### src/rtl/apb_reg_slave.sv
// APB completer: small word-aligned register window with programmable wait states and a
// read-only completed-transfer counter. Define APB_SLV_ERR_EN to report misses/counter writes on pslverr_o.
`timescale 1ns/1ps
module apb_reg_slave #(
  parameter logic [31:0] BASE_ADDR   = 32'hA000,
  parameter int          NUM_REGS    = 4,
  parameter int          WAIT_CYCLES = 1
) (
  input  logic        pclk,
  input  logic        preset,
  input  logic        psel_i,
  input  logic        penable_i,
  input  logic [31:0] paddr_i,
  input  logic        pwrite_i,
  input  logic [31:0] pwdata_i,
  output logic [31:0] prdata_o,
  output logic        pready_o,
  output logic        pslverr_o
);

  localparam int IDX_W = $clog2(NUM_REGS);
  localparam logic [IDX_W-1:0] CNT_IDX = IDX_W'(NUM_REGS - 1);

  typedef enum logic {S_IDLE, S_ACCESS} state_t;

  state_t            state;
  state_t            state_nxt;
  logic [3:0]        wcnt;
  logic [31:0]       addr_lat;
  logic [31:0]       data_lat;
  logic              write_lat;
  logic [31:0]       regs [NUM_REGS];
  logic [31:0]       xfer_cnt;
  logic [31:0]       offset;
  logic [IDX_W-1:0]  idx;
  logic              hit;
  logic              setup;
  logic              ready;
  logic              commit;
  logic [31:0]       rdata;

  assign setup  = psel_i && !penable_i;
  assign offset = addr_lat - BASE_ADDR;
  assign idx    = offset[IDX_W+1:2];
  // Addresses below the base wrap to a huge offset and fall out of the window.
  assign hit    = (offset[1:0] == 2'b00) && (offset < 32'(4 * NUM_REGS));
  assign ready  = (state == S_ACCESS) && (wcnt == 4'd0) && psel_i && penable_i;
  assign commit = ready && write_lat && hit && (idx != CNT_IDX);

  assign pready_o = ready;
  assign prdata_o = rdata;

  always_ff @(posedge pclk) begin
    if (preset) state <= S_IDLE;
    else        state <= state_nxt;
  end

  always_comb begin
    state_nxt = state;
    case (state)
      S_IDLE:   if (setup) state_nxt = S_ACCESS;
      S_ACCESS: if (!psel_i || ready) state_nxt = S_IDLE;
      default:  state_nxt = S_IDLE;
    endcase
  end

  // A SETUP in either state (re)starts the transfer and reloads the wait counter.
  always_ff @(posedge pclk) begin
    if (preset) begin
      wcnt <= 4'd0;
    end else if (setup) begin
      wcnt <= 4'(WAIT_CYCLES);
    end else if ((state == S_ACCESS) && psel_i && penable_i && (wcnt != 4'd0)) begin
      wcnt <= wcnt - 4'd1;
    end
  end

  always_ff @(posedge pclk) begin
    if (setup) begin
      addr_lat  <= paddr_i;
      write_lat <= pwrite_i;
      data_lat  <= pwdata_i;
    end
  end

  always_ff @(posedge pclk) begin
    if (preset) begin
      for (int i = 0; i < NUM_REGS; i++) regs[i] <= '0;
      xfer_cnt <= '0;
    end else begin
      if (ready)  xfer_cnt  <= xfer_cnt + 32'd1;
      if (commit) regs[idx] <= data_lat;
    end
  end

  // Counter reads see the value before this transfer's own increment.
  always_comb begin
    rdata = '0;
    if (ready && !write_lat && hit) begin
      if (idx == CNT_IDX) rdata = xfer_cnt;
      else                rdata = regs[idx];
    end
  end

`ifdef APB_SLV_ERR_EN
  assign pslverr_o = ready && (!hit || (write_lat && (idx == CNT_IDX)));
`else
  assign pslverr_o = 1'b0;
`endif

endmodule

### config.mk
export PLATFORM = sky130hd
export DESIGN_NAME = apb_reg_slave
export DESIGN_NICKNAME = d
export VERILOG_FILES = /design/src/rtl/apb_reg_slave.sv
export SDC_FILE = /design/constraint.sdc
export NUM_CORES = 1
export LEC_CHECK = 0
export BUFFER_PORTS_ARGS = -buffer_cell sky130_fd_sc_hd__buf_2
export CAP_MARGIN = 0
export CORE_MARGIN = 2
export CORE_UTILIZATION = 52
export CTS_CLUSTER_DIAMETER = 40
export CTS_CLUSTER_SIZE = 25
export DETAILED_ROUTE_END_ITERATION = 7
export PLACE_DENSITY_LB_ADDON = 0.25
export SYNTH_ARGS = -nofsm -noshare
export SYNTH_HDL_FRONTEND = slang
export SYNTH_SLANG_ARGS = --single-unit
export TNS_END_PERCENT = 20
### constraint.sdc
create_clock -name pclk -period 4.4 [get_ports pclk]
set_input_delay 0.22 -clock pclk [delete_from_list [all_inputs] [get_ports pclk]]
set_output_delay 0.22 -clock pclk [all_outputs]
set_load 0.05 [all_outputs]
# Word-level counts from Yosys, hierarchy flattened
# Memory sizes are Yosys's and may differ from the RTL's.
# Cells that the tools add are included.
# W data, S select, Z words.
dict set report totals {
  regBits 102
  ram_bits 128
  input_bits 69
  output_inout_bits 34
  word_cells 53
  mem_count 1
}
dict set report op_classes {
  n_addsub 3
  magnitude_cmp 1
  eq_ne 2
  n_mux 15
  n_bitwise 1
  n_reduce_logical 23
}
# memory words word_bits rd rd_ports_with_merged_regs write_ports line
set memory_table {}
lappend memory_table {regs 4 32 1 0 4 32} ;# logic [31:0] regs [NUM_REGS];
# cell n
set op_table {}
lappend op_table {{$mux W32} 3}
lappend op_table {{$add A32 B1 Y32 const B} 1}
lappend op_table {{$lt A32 B5 Y1 const B} 1}
lappend op_table {{$reduce_or A32 Y1} 1}
lappend op_table {{$sub A32 B16 Y32 const B} 1}
lappend op_table {{$logic_and A1 B1 Y1} 13}
lappend op_table {{$mux W1} 10}
lappend op_table {{$logic_not A4 Y1} 1}
lappend op_table {{$reduce_bool A4 Y1} 1}
lappend op_table {{$sub A4 B1 Y4 const B} 1}
lappend op_table {{$logic_not A1 Y1} 3}
lappend op_table {{$eq A2 B2 Y1 const B} 1}
lappend op_table {{$logic_not A2 Y1} 1}
lappend op_table {{$mux W2} 1}
lappend op_table {{$ne A2 B2 Y1 const B} 1}
lappend op_table {{$pmux W1 S2} 1}
lappend op_table {{$reduce_bool A2 Y1} 1}
lappend op_table {{$reduce_or A2 Y1} 1}
lappend op_table {{$logic_or A1 B1 Y1} 1}
lappend op_table {{$not A1 Y1} 1}

# Longest topological paths before layout
# Gate-level depths: netlist of the first run.
dict set report depth {
  ltp_word 12
  ltp_mapped 10
}

# Least setup slack after synthesis of the first run
# OpenSTA, ideal clock, no wires.
dict set report synth_timing {
  path_type {register to register}
  start {register addr_lat[23]}
  end {memory regs[0][0], enable pin}
  setup_ns 0.470
  arrival_time_ns 4.247
  setup_slack_ns -0.317
  stages_incl_launch_ff 8
  path_buffers 2
  synth_period_minus_slack_ns 4.717
  path_cell_list {edfxtp_1 or3_1 or4_1 o31ai_1 o2111ai_1 buf_2 buf_6 o31ai_1}
}
# element line
set synth_rtl {}
lappend synth_rtl {{from (decl)} 29} ;# logic [31:0] addr_lat;
lappend synth_rtl {{from (signal assigned)} 80} ;# addr_lat <= paddr_i;
lappend synth_rtl {{to (decl)} 32}

# Worst setup path in the final report of the first run
dict set report layout_timing {
  start {register addr_lat[23]}
  end {output port prdata_o[7]}
}
dict set report layout_between {
  elab_chain_cells 5
}
# element line
set layout_lines {}
lappend layout_lines {{$sub A32 B16 Y32} 43} ;# assign offset = addr_lat - BASE_ADDR;
lappend layout_lines {{$lt A32 B5 Y1} 46} ;# assign hit = (offset[1:0] == 2'b00) && (offset < 32'(4 * NUM_REGS));
lappend layout_lines {{$logic_and A1 B1 Y1} 46}
lappend layout_lines {{$logic_and A1 B1 Y1} 99} ;# if (ready && !write_lat && hit) begin
lappend layout_lines {{$mux W32} 99}
lappend layout_lines {{to (decl)} 16} ;# output logic [31:0] prdata_o,
# Every way passes these cells.

==> key figures, run 1 <==
Run status
  – Result of the run: complete, no violations

Routing
  – First-iteration detailed-routing DRC count: 650
  – DRC violation count after routing: 0
  – Sum of routed wire length over all layers: 21.3 mm
  – First-pass iteration count of the detailed router: 5
  – Antenna viol nets, final: 0
  – Post-DR vias/cell: 5.87
  – Routed len/inst: 19.6 µm
  – Via count: 6377

Timing
  – Share of the cycle needed by the critical path after routing: 0.869
  – Unrepaired setup endpoints after global routing: false
  – Worst Skew: 0.00947 ns
  – Worst max-slew margin expressed relative to the limit: 0.320
  – Maximum clock frequency: 0.262 GHz
  – Accumulated negative setup slack: 0 ns
  – Number of failing hold endpoints at the final stage: 0
  – Crit path time final: 3.82 ns
  – Worst Tran Pin Value: 1.02 ns
  – Count of endpoints failing setup in the final report: 0
  – Final slew viol count: 0
  – Worst-case setup margin in the final layout: 0.576 ns

Worst setup path
  – Worst setup path category: register to primary output
  – CP arrival: 3.60 ns
  – Crit. End Element: primary output
  – Critical-path cell with the highest stage delay: o2111ai_4
  – Critical Path Start Type: register
  – Largest fanout on the critical path: 91
  – Maximum cell stage delay along the critical path: 0.47 ns
  – CP Data Required Time: 4.18 ns
  – Crit path cell chain: or3_1 > or4_1 > o31ai_1 > o2111ai_4 > buf_12 > nor4_1 > buf_2

Power and ir drop
  – Power share of the combinational group: 0.071
  – Sw frac: 0.212
  – Part of the power in registers: 0.540
  – P_sw: 841 µW
  – Total leakage power: 0.00377 µW
  – Part of the power in the clock network: 0.389
  – Largest vdd supply drop: 0.311 mV
  – Internal power summed over all cells: 3120 µW
  – Power density over the cells: 364 mW/mm²

Synth
  – Mean post-synth cell area: 12.6 µm²
  – Net count after synthesis: 779
  – Main combinational cell family by area after synthesis: simple AND/OR/NAND/NOR gates
  – Synthesis Warnings: 0
  – Leading register cell type out of synthesis: edfxtp_1
  – Post-synthesis async set-or-reset flop share: 0
  – Area fraction in and, or, nand and nor cells after synthesis: 0.182
  – Post-synthesis cell area: 0.00892 mm²
  – Yosys cell types: 46
  – Post-synthesis xor/xnor area fraction: 0.0265
  – Number of storage elements in the synthesis netlist: 198
  – Mapped Cells: 706
  – Number of flops mapped to enable cells by yosys: 161
  – Multiplexer area fraction after synthesis: 0.0844
  – Share of synthesized area occupied by flip-flops and latches: 0.625
  – Adder-cell share of the synthesized area: 0.00561
  – Synthesized-area fraction occupied by ao, oa, aoi and oai cells: 0.0229

Global routing
  – Via count of the first global-routing pass: 6506
  – Largest net degree at the start of global routing: 92
  – GRT Resource Usage Total: 0.245
  – GRT Residual Overflow: 0
  – Initial antenna violation count: 0
  – Global-route wire length before repair: 33.5 mm

Floorplan
  – Core ar.: 0.0167 mm²
  – Initial Util: 0.534
  – Number of placed I/O pins: 103
  – Height of the chip: 135 µm
  – Die span in x: 135 µm
  – Total die area: 0.0182 mm²
  – Row Count: 47

Clock network
  – Total clock buffers created by CTS: 17
  – Setup repair bufs after CTS: 0
  – Clock insertion delay at the later pin of the skew report: 0.44 ns
  – H-Tree Level Count: 4
  – Max Root-Sink Buffers: 2
  – TritonCTS clock tree: built
  – Clock-pin transition on the worst setup and hold timing paths: 0.07 ns
  – Cell at the root of the clock tree: clkbuf_16
  – Total clock sinks: 198

Job
  – Max Cap Violations: 0

Worst hold path
  – Classification of the worst-slack hold path: primary input to register

Placement
  – Post-placement cell count: 989
  – Post-detail-place hpwl: 13.1 mm
  – Pre-CTS WS: 0.921 ns
  – Buffers added on ports: 101
  – Gpl congestion: 0.822

Final layout
  – Layout fillers: 1234
  – Most frequent cells in the layout: edfxtp_1 (161), nor3_1 (106), buf_2 (101), dlygate4sd3_1 (65), nand2_1 (50)
  – Fin nets: 926
  – Most frequent standard cell in the layout excluding fill and tap cells: edfxtp_1
  – Layout Cells excl Fill: 1086
  – Share of post-route cells with drive strength above 1: 0.230
  – P&R area growth vs syn: 22.0%
  – Antenna Diode Count: 0
## critical path, delay by kind of cell, from the launching register on
| kind | cells | cell delay (ns) |
|---|---|---|
| compound gates | 2 | 0.82 |
| buf+inv | 2 | 0.69 |
| flops | 1 | 0.41 |
| simple gates | 3 | 1.13 |
## worst paths after layout
check | start | to | slack, ns | depth (start not counted)
worst max-delay path | addr_lat[23] | prdata_o[7] | 0.58 | 7
worst min-delay path | psel_i | state | 0.04 | 2
worst max register to register | addr_lat[23] | regs[0][10] | 0.92 | 6
worst min register to register | xfer_cnt[1] | xfer_cnt[1] | 0.53 | 2
## area by class of cell
cell class	instances	area, µm²	share of cell area
multi-input combinational	405	2950	0.271
sequential	198	5580	0.512
tap	220	275	0.0253
clock buffer	27	564	0.0518
timing repair buffer	184	1320	0.121
inverter	47	176	0.0162
clock inverter	5	32.5	0.00299
## sequential cells by signal (all words and copies together) (netlist names)
name,count
regs,96
write_lat,1
addr_lat,32
xfer_cnt,32
wcnt,4
state,1
data_lat,32
## timing repair
action,CTS,global route
endpoints found under the hold margin,65,0
hold buffers,65,0
resized for setup,0,0
## power groups by stage
stage	clock network, µW	registers, µW	logic (µW)
6_report	1540	2140	281
3_5_place_dp	0	2180	234
2_1_floorplan	0	2170	152
3_3_place_gp	0	2170	227
5_1_grt	1630	2140	302
4_1_cts	1560	2140	279
## cells in the mapped netlist (3+ instances only)
cell type	number	area share
inv_1	47	0.020
nor2_1	33	0.014
nor4_1	49	0.034
a21oi_1	10	0.0056
nand2b_1	4	0.0028
buf_2	7	0.0039
nor2b_1	3	0.0021
o21ai_0	8	0.0045
and4_1	3	0.0029
xor2_1	7	0.0069
or3_1	8	0.0056
buf_1	4	0.0017
nand4_1	13	0.0091
nand2_1	50	0.021
mux4_2	32	0.081
nor3_1	106	0.059
nor3_2	6	0.0067
dfxtp_1	37	0.083
nand3_1	13	0.0073
o31ai_1	5	0.0042
ha_1	4	0.0056
buf_6	10	0.013
edfxtp_1	161	0.54
xnor2_1	20	0.020
clkbuf_1	34	0.014
and3_1	7	0.0049
## per-stage QoR
stage | hold WS (ns) | instance area, µm² | total power (µW) | utilization
floorplan | 0.319 | 8930 | 2320 | -
global placement | 0.396 | 9640 | 2400 | 0.577
detailed placement | 0.398 | 9640 | 2410 | 0.577
CTS | 0.0230 | 10900 | 3980 | 0.652
global route | 0.0444 | 10900 | 4070 | 0.652
finish | 0.0373 | 10900 | 3960 | 0.652
## per-layer routing
| metal | routed length [µm] | vias to the layer above | share of wire | global-route usage |
|---|---|---|---|---|
| li1 | - | 2942 | - | - |
| met1 | 8700 | 3124 | 0.41 | 0.307 |
| met2 | 10800 | 266 | 0.51 | 0.421 |
| met3 | 1340 | 45 | 0.063 | 0.0477 |
| met4 | 501 | 0 | 0.024 | 0.0961 |
| met5 | 0 | - | 0 | 0 |
## kinds of logic after synthesis
logic type / Yosys count
AO/OA/AOI/OAI: 30
AND/OR/NAND/NOR: 308
buffers and inverters: 103
multiplexers: 35
other: 1
XOR/XNOR: 27
adder cells (fa/ha/maj): 4
flip-flops: 198
No activity file was read; power rests on OpenSTA's default activity.
==> inputs of run 2 (changes only) <==
- CORE_UTILIZATION: 52 -> 30
- CTS_CLUSTER_SIZE: 25 -> 30
- SLEW_MARGIN: not set -> 20
==> run 2 against run 1 <==
Effect of this change: maximum frequency is 1.9% higher; wire length hardly changed; combinational power decreased by 2%; final area rose by 1.9%; global-route usage fell by 10 points; critical path depth up 1; clock-buffer cell count is 10 lower; clock skew grew 0.0055 ns; via count shrank 6.2%; die area grew 71%; worst setup slack better by 0.072 ns; critical endpoint is now prdata_o[31]; largest cell class unchanged; largest power group unchanged; highest routed layer unchanged.
==> key figures, run 2 (synthesis results as in run 1) <==
Final layout
  – Share of post-route cells with drive strength above 1: 0.236
  – Layout Cells excl Fill: 1259
  – Most frequent cells in the layout: edfxtp_1 (161), nor3_1 (106), buf_2 (101), dlygate4sd3_1 (65), nand2_1 (50)
  – Fin nets: 929
  – Layout Utilization: 0.376
  – Antenna Diode Count: 0
  – Number of flip-flops in the largest register: 96
  – Area of combinational cells with multiple inputs: 0.00295 mm²
  – P&R area growth vs syn: 24.3%
  – Most frequent standard cell in the layout excluding fill and tap cells: edfxtp_1
  – Largest reg by FF count: regs
  – Area occupied by registers: 0.00558 mm²
  – Layout fillers: 2938

Power and ir drop
  – Total leakage power: 0.00376 µW
  – Largest vdd supply drop: 0.252 mV
  – Power density over the cells: 355 mW/mm²

Global routing
  – Largest net degree at the start of global routing: 105
  – Global routing usage on met1: 0.190
  – Via count of the first global-routing pass: 6085
  – Initial antenna violation count: 0
  – Global-route wire length before repair: 34.0 mm
  – Most congested layer reported by global routing: met2
  – GRT Resource Usage Total: 0.144
  – Global routing met3 resource utilization: 0.0276
  – Met2 track demand over resource: 0.244
  – GRT Residual Overflow: 0

Timing
  – Crit path time final: 3.75 ns
  – Worst Tran Pin Value: 0.807 ns
  – Maximum clock frequency: 0.267 GHz
  – Share of the cycle needed by the critical path after routing: 0.853
  – Worst Skew: 0.0149 ns
  – Number of failing hold endpoints at the final stage: 0
  – Worst-case setup margin in the final layout: 0.648 ns
  – Final slew viol count: 0
  – Post-route worst hold slack: 0.0520 ns
  – Accumulated negative setup slack: 0 ns
  – Worst max-slew margin expressed relative to the limit: 0.462
  – Count of endpoints failing setup in the final report: 0
  – Unrepaired setup endpoints after global routing: false

Clock network
  – H-Tree Level Count: 4
  – Setup repair bufs after CTS: 0
  – Max Root-Sink Buffers: 2
  – Quantity of gates resized following cts: 0
  – TritonCTS clock tree: built
  – Total clock sinks: 198
  – Cell at the root of the clock tree: clkbuf_16
  – Clock insertion delay at the later pin of the skew report: 0.44 ns
  – Clock-pin transition on the worst setup and hold timing paths: 0.08 ns
  – Hold_buf cts: 65
  – Total clock buffers created by CTS: 17

Placement
  – Gpl congestion: 0.708
  – Post-placement cell count: 1162
  – Buffers added on ports: 101
  – Pre-CTS WS: 0.975 ns
  – Post-detail-place hpwl: 13.6 mm

Job
  – Max Cap Violations: 0

Floorplan
  – Number of placed I/O pins: 103
  – Height of the chip: 176 µm
  – Initial Util: 0.303
  – Die span in x: 176 µm
  – Total die area: 0.0311 mm²
  – Row Count: 63
  – Core ar.: 0.0295 mm²

Worst setup path
  – CP Data Required Time: 4.18 ns
  – Crit. End Element: primary output
  – CP arrival: 3.53 ns
  – Number of cells traversed by the worst register-to-register path: 8
  – Largest fanout on the critical path: 12
  – Critical Path Start Type: register
  – Worst setup path category: register to primary output

Routing
  – DRC violation count after routing: 0
  – Antenna viol nets, final: 0
  – First-iteration detailed-routing DRC count: 351
  – Sum of routed wire length over all layers: 21.3 mm
  – Post-DR vias/cell: 4.75
  – Via count: 5979
  – Routed len/inst: 16.9 µm
  – First-pass iteration count of the detailed router: 4

Worst hold path
  – Classification of the worst-slack hold path: primary input to register
  – Hold-critical path depth: 2

Run status
  – Result of the run: complete, no violations
==> run 2: worst max-delay path, cell delays in order, from the launching register on <==
cell and delay (ns):
edfxtp_1 0.40, inv_1 0.06, ha_1 0.26, nor4b_1 0.25, nand4_1 0.19, a2111oi_4 0.46
nand3_2 0.46, nor4_1 0.63, buf_2 0.37
==> run 2: layout make-up <==
type                       instances  area share
clock inverter                    15      0.0133
clock buffer                      17      0.0384
tap                              390      0.0440
inverter                          47      0.0159
timing repair buffer             187       0.120
sequential                       198       0.503
multi-input combinational        405       0.266
==> run 2: report_power, final <==
part / leakage (µW) / switching, µW / internal (µW)
Clock: 0.000275 / 733 / 795
Combinational: 0.00160 / 144 / 132
Sequential: 0.00188 / 34.2 / 2100
Total: 0.00376 / 911 / 3030
==> run 2: path summary, 6_finish.rpt <==
check | from | end | slack (ns)
worst max register to register | addr_lat[13] | regs[0][14] | 1.24
worst min register to register | wcnt[0] | wcnt[0] | 0.51
worst min-delay path | psel_i | state | 0.05
worst max-delay path | addr_lat[13] | prdata_o[31] | 0.65
==> run 2: routing by layer <==
metal | wire length (µm) | up-vias
met5 | 0 | -
met4 | 112 | 0
met3 | 653 | 8
met2 | 10800 | 103
met1 | 9780 | 2916
li1 | - | 2952
==> run 2: stage by stage <==
| step | power (µW) | area, µm² |
|---|---|---|
| 6_report | 3940 | 11100 |
| 5_1_grt | 4090 | 11100 |
| 4_1_cts | 3990 | 11100 |
| 3_5_place_dp | 2420 | 9870 |
| 3_3_place_gp | 2410 | 9870 |
| 2_1_floorplan | 2320 | 8930 |
==> inputs of run 3 (changes only) <==
- clock period: 4.4 -> 3.9 ns (I/O delays scaled with it)
==> run 3 against run 2 <==
Effect of this change: register-to-register slack got worse by 0.42 ns; sequential share of layout area fell by 0.28 points; critical endpoint is now prdata_o[2]; largest power group unchanged; critical path depth increased by 1; highest routed layer unchanged.
==> key figures, run 3 (synthesis results as in run 1) <==
Worst setup path
  – Crit path capture: prdata_o[2]
  – Crit path launch: addr_lat[13]
  – CP Data Required Time: 3.70 ns
  – Reg-to-reg setup timing slack: 0.82 ns
  – Number of cells on the critical path: 9
  – Critical Path Start Type: register
  – CP arrival: 3.47 ns
  – Buf+Inv Stages, Crit Path: 3
  – Largest delay contributor family on the critical path: simple AND/OR/NAND/NOR gates
  – Critical R2R Capture: regs[1][26]
  – Maximum cell stage delay along the critical path: 0.48 ns
  – Critical-path cell with the highest stage delay: a2111oi_4
  – Crit path cell chain: inv_1 > ha_1 > nor4b_1 > nand4_1 > a2111oi_4 > nand3_2 > buf_4 > nor4_1 > buf_2
  – Worst setup path category: register to primary output
  – Number of cells traversed by the worst register-to-register path: 8
  – Worst reg2reg startpoint: addr_lat[13]
  – Largest fanout on the critical path: 14
  – Crit. End Element: primary output

Final layout
  – P&R area growth vs syn: 25.0%
  – Fin nets: 930
  – Number of flip-flops in the largest register: 96
  – Antenna Diode Count: 0
  – Largest reg by FF count: regs
  – Most frequent cells in the layout: edfxtp_1 (161), nor3_1 (106), buf_2 (101), dlygate4sd3_1 (66), nand2_1 (50)
  – Layout Cells excl Fill: 1260
  – Share of post-route cells with drive strength above 1: 0.238
  – Most frequent standard cell in the layout excluding fill and tap cells: edfxtp_1

Timing
  – Post-route worst hold slack: 0.0991 ns
  – Number of failing hold endpoints at the final stage: 0
  – Crit path time final: 3.66 ns
  – Worst Skew: 0.0107 ns
  – Final slew viol count: 0
  – Count of endpoints failing setup in the final report: 0
  – Maximum clock frequency: 0.273 GHz
  – Worst max-slew margin expressed relative to the limit: 0.412
  – Share of the cycle needed by the critical path after routing: 0.940
  – Accumulated negative setup slack: 0 ns
  – Worst Tran Pin Value: 0.882 ns

Clock network
  – H-Tree Level Count: 4
  – Cell at the root of the clock tree: clkbuf_16
  – TritonCTS clock tree: built
  – Total clock sinks: 198
  – Clock insertion delay at the later pin of the skew report: 0.44 ns
  – Max Root-Sink Buffers: 2
  – Setup repair bufs after CTS: 0
  – Clock-pin transition on the worst setup and hold timing paths: 0.08 ns
  – Total clock buffers created by CTS: 17

Floorplan
  – Number of placed I/O pins: 103
  – Total die area: 0.0311 mm²
  – Row Count: 63
  – Initial Util: 0.303
  – Height of the chip: 176 µm
  – Die span in x: 176 µm
  – Core ar.: 0.0295 mm²

Routing
  – First-pass iteration count of the detailed router: 7
  – Via count: 5954
  – Routed len/inst: 16.6 µm
  – Antenna viol nets, final: 0
  – First-iteration detailed-routing DRC count: 403
  – Sum of routed wire length over all layers: 20.9 mm
  – Post-DR vias/cell: 4.73
  – DRC violation count after routing: 0

Global routing
  – Initial antenna violation count: 0
  – Global-route wire length before repair: 33.5 mm
  – Via count of the first global-routing pass: 5992
  – GRT Residual Overflow: 0
  – GRT Resource Usage Total: 0.141
  – Largest net degree at the start of global routing: 68

Job
  – Max Cap Violations: 0

Power and ir drop
  – Power density over the cells: 405 mW/mm²
  – Largest vdd supply drop: 0.269 mV
  – Total leakage power: 0.00379 µW

Placement
  – Buffers added on ports: 101
  – Post-detail-place hpwl: 13.6 mm
  – Gpl congestion: 0.720
  – Post-placement cell count: 1162

Worst hold path
  – Classification of the worst-slack hold path: primary input to register

Run status
  – Result of the run: complete, no violations
run 3: cell types whose count changed in the layout (fill, tap and decap cells not counted), sizes merged:
| cell | before | now |
|---|---|---|
| inv | 52 | 57 |
| clkinvlp | 3 | 0 |
| clkinv | 6 | 4 |
| dlygate4sd3 | 65 | 66 |
run 3: worst register-to-register path, delay by kind of cell, from the launching register on:
family          cells  cell delay, ns
simple gates        3            0.80
buf+inv             2            0.45
fa+ha+maj           1            0.27
flops               1            0.41
compound gates      2            0.81
run 3: layout make-up:
class / instances / area, µm²
fillers: 2870 / 18300
flip-flops and latches: 198 / 5580
multi-input cells: 405 / 2960
repair buffers: 188 / 1350
well taps: 390 / 488
clock buffers: 17 / 425
clock inverters: 15 / 176
inverters: 47 / 176
run 3: timing repair:
action | CTS | global route
resized for setup | 0 | 2
hold endpoints to repair | 66 | 0
hold buffers | 66 | 0
setup endpoints to repair | 0 | 4
run 3: worst min path at each step:
stage                     start            to  slack, ns  cells past startpoint
CTS                   penable_i         state       0.08                      3
floorplan            paddr_i[0]   addr_lat[0]       0.29                      0
global placement    paddr_i[15]  addr_lat[15]       0.37                      1
finish                penable_i         state        0.1                      3
detailed placement  paddr_i[13]  addr_lat[13]       0.37                      1
global route          penable_i         state       0.08                      3
run 3: layer usage:
| metal | global-route usage | share of wire | up-vias |
|---|---|---|---|
| met5 | 0 | 0 | - |
| met4 | 0.0382 | 0.0086 | 0 |
| met3 | 0.0265 | 0.034 | 14 |
| met2 | 0.236 | 0.49 | 108 |
| met1 | 0.188 | 0.47 | 2868 |
| li1 | - | - | 2964 |
run 3: through the flow:
stage,area [µm²],setup WS [ns],utilization,total power [µW]
final,11200,0.235,0.378,4520
after global routing,11200,-0.00172,0.378,4710
after CTS,11100,0.141,0.378,4590
after detailed placement,9880,0.637,0.335,2730
after global placement,9880,0.659,0.335,2730
after floorplan,8930,-0.802,-,2610
run 3: power breakdown:
group | switching, µW | internal, µW | leakage (µW)
clock | 876 | 924 | 0.000298
sequential | 39.3 | 2370 | 0.00188
combinational | 163 | 153 | 0.00161
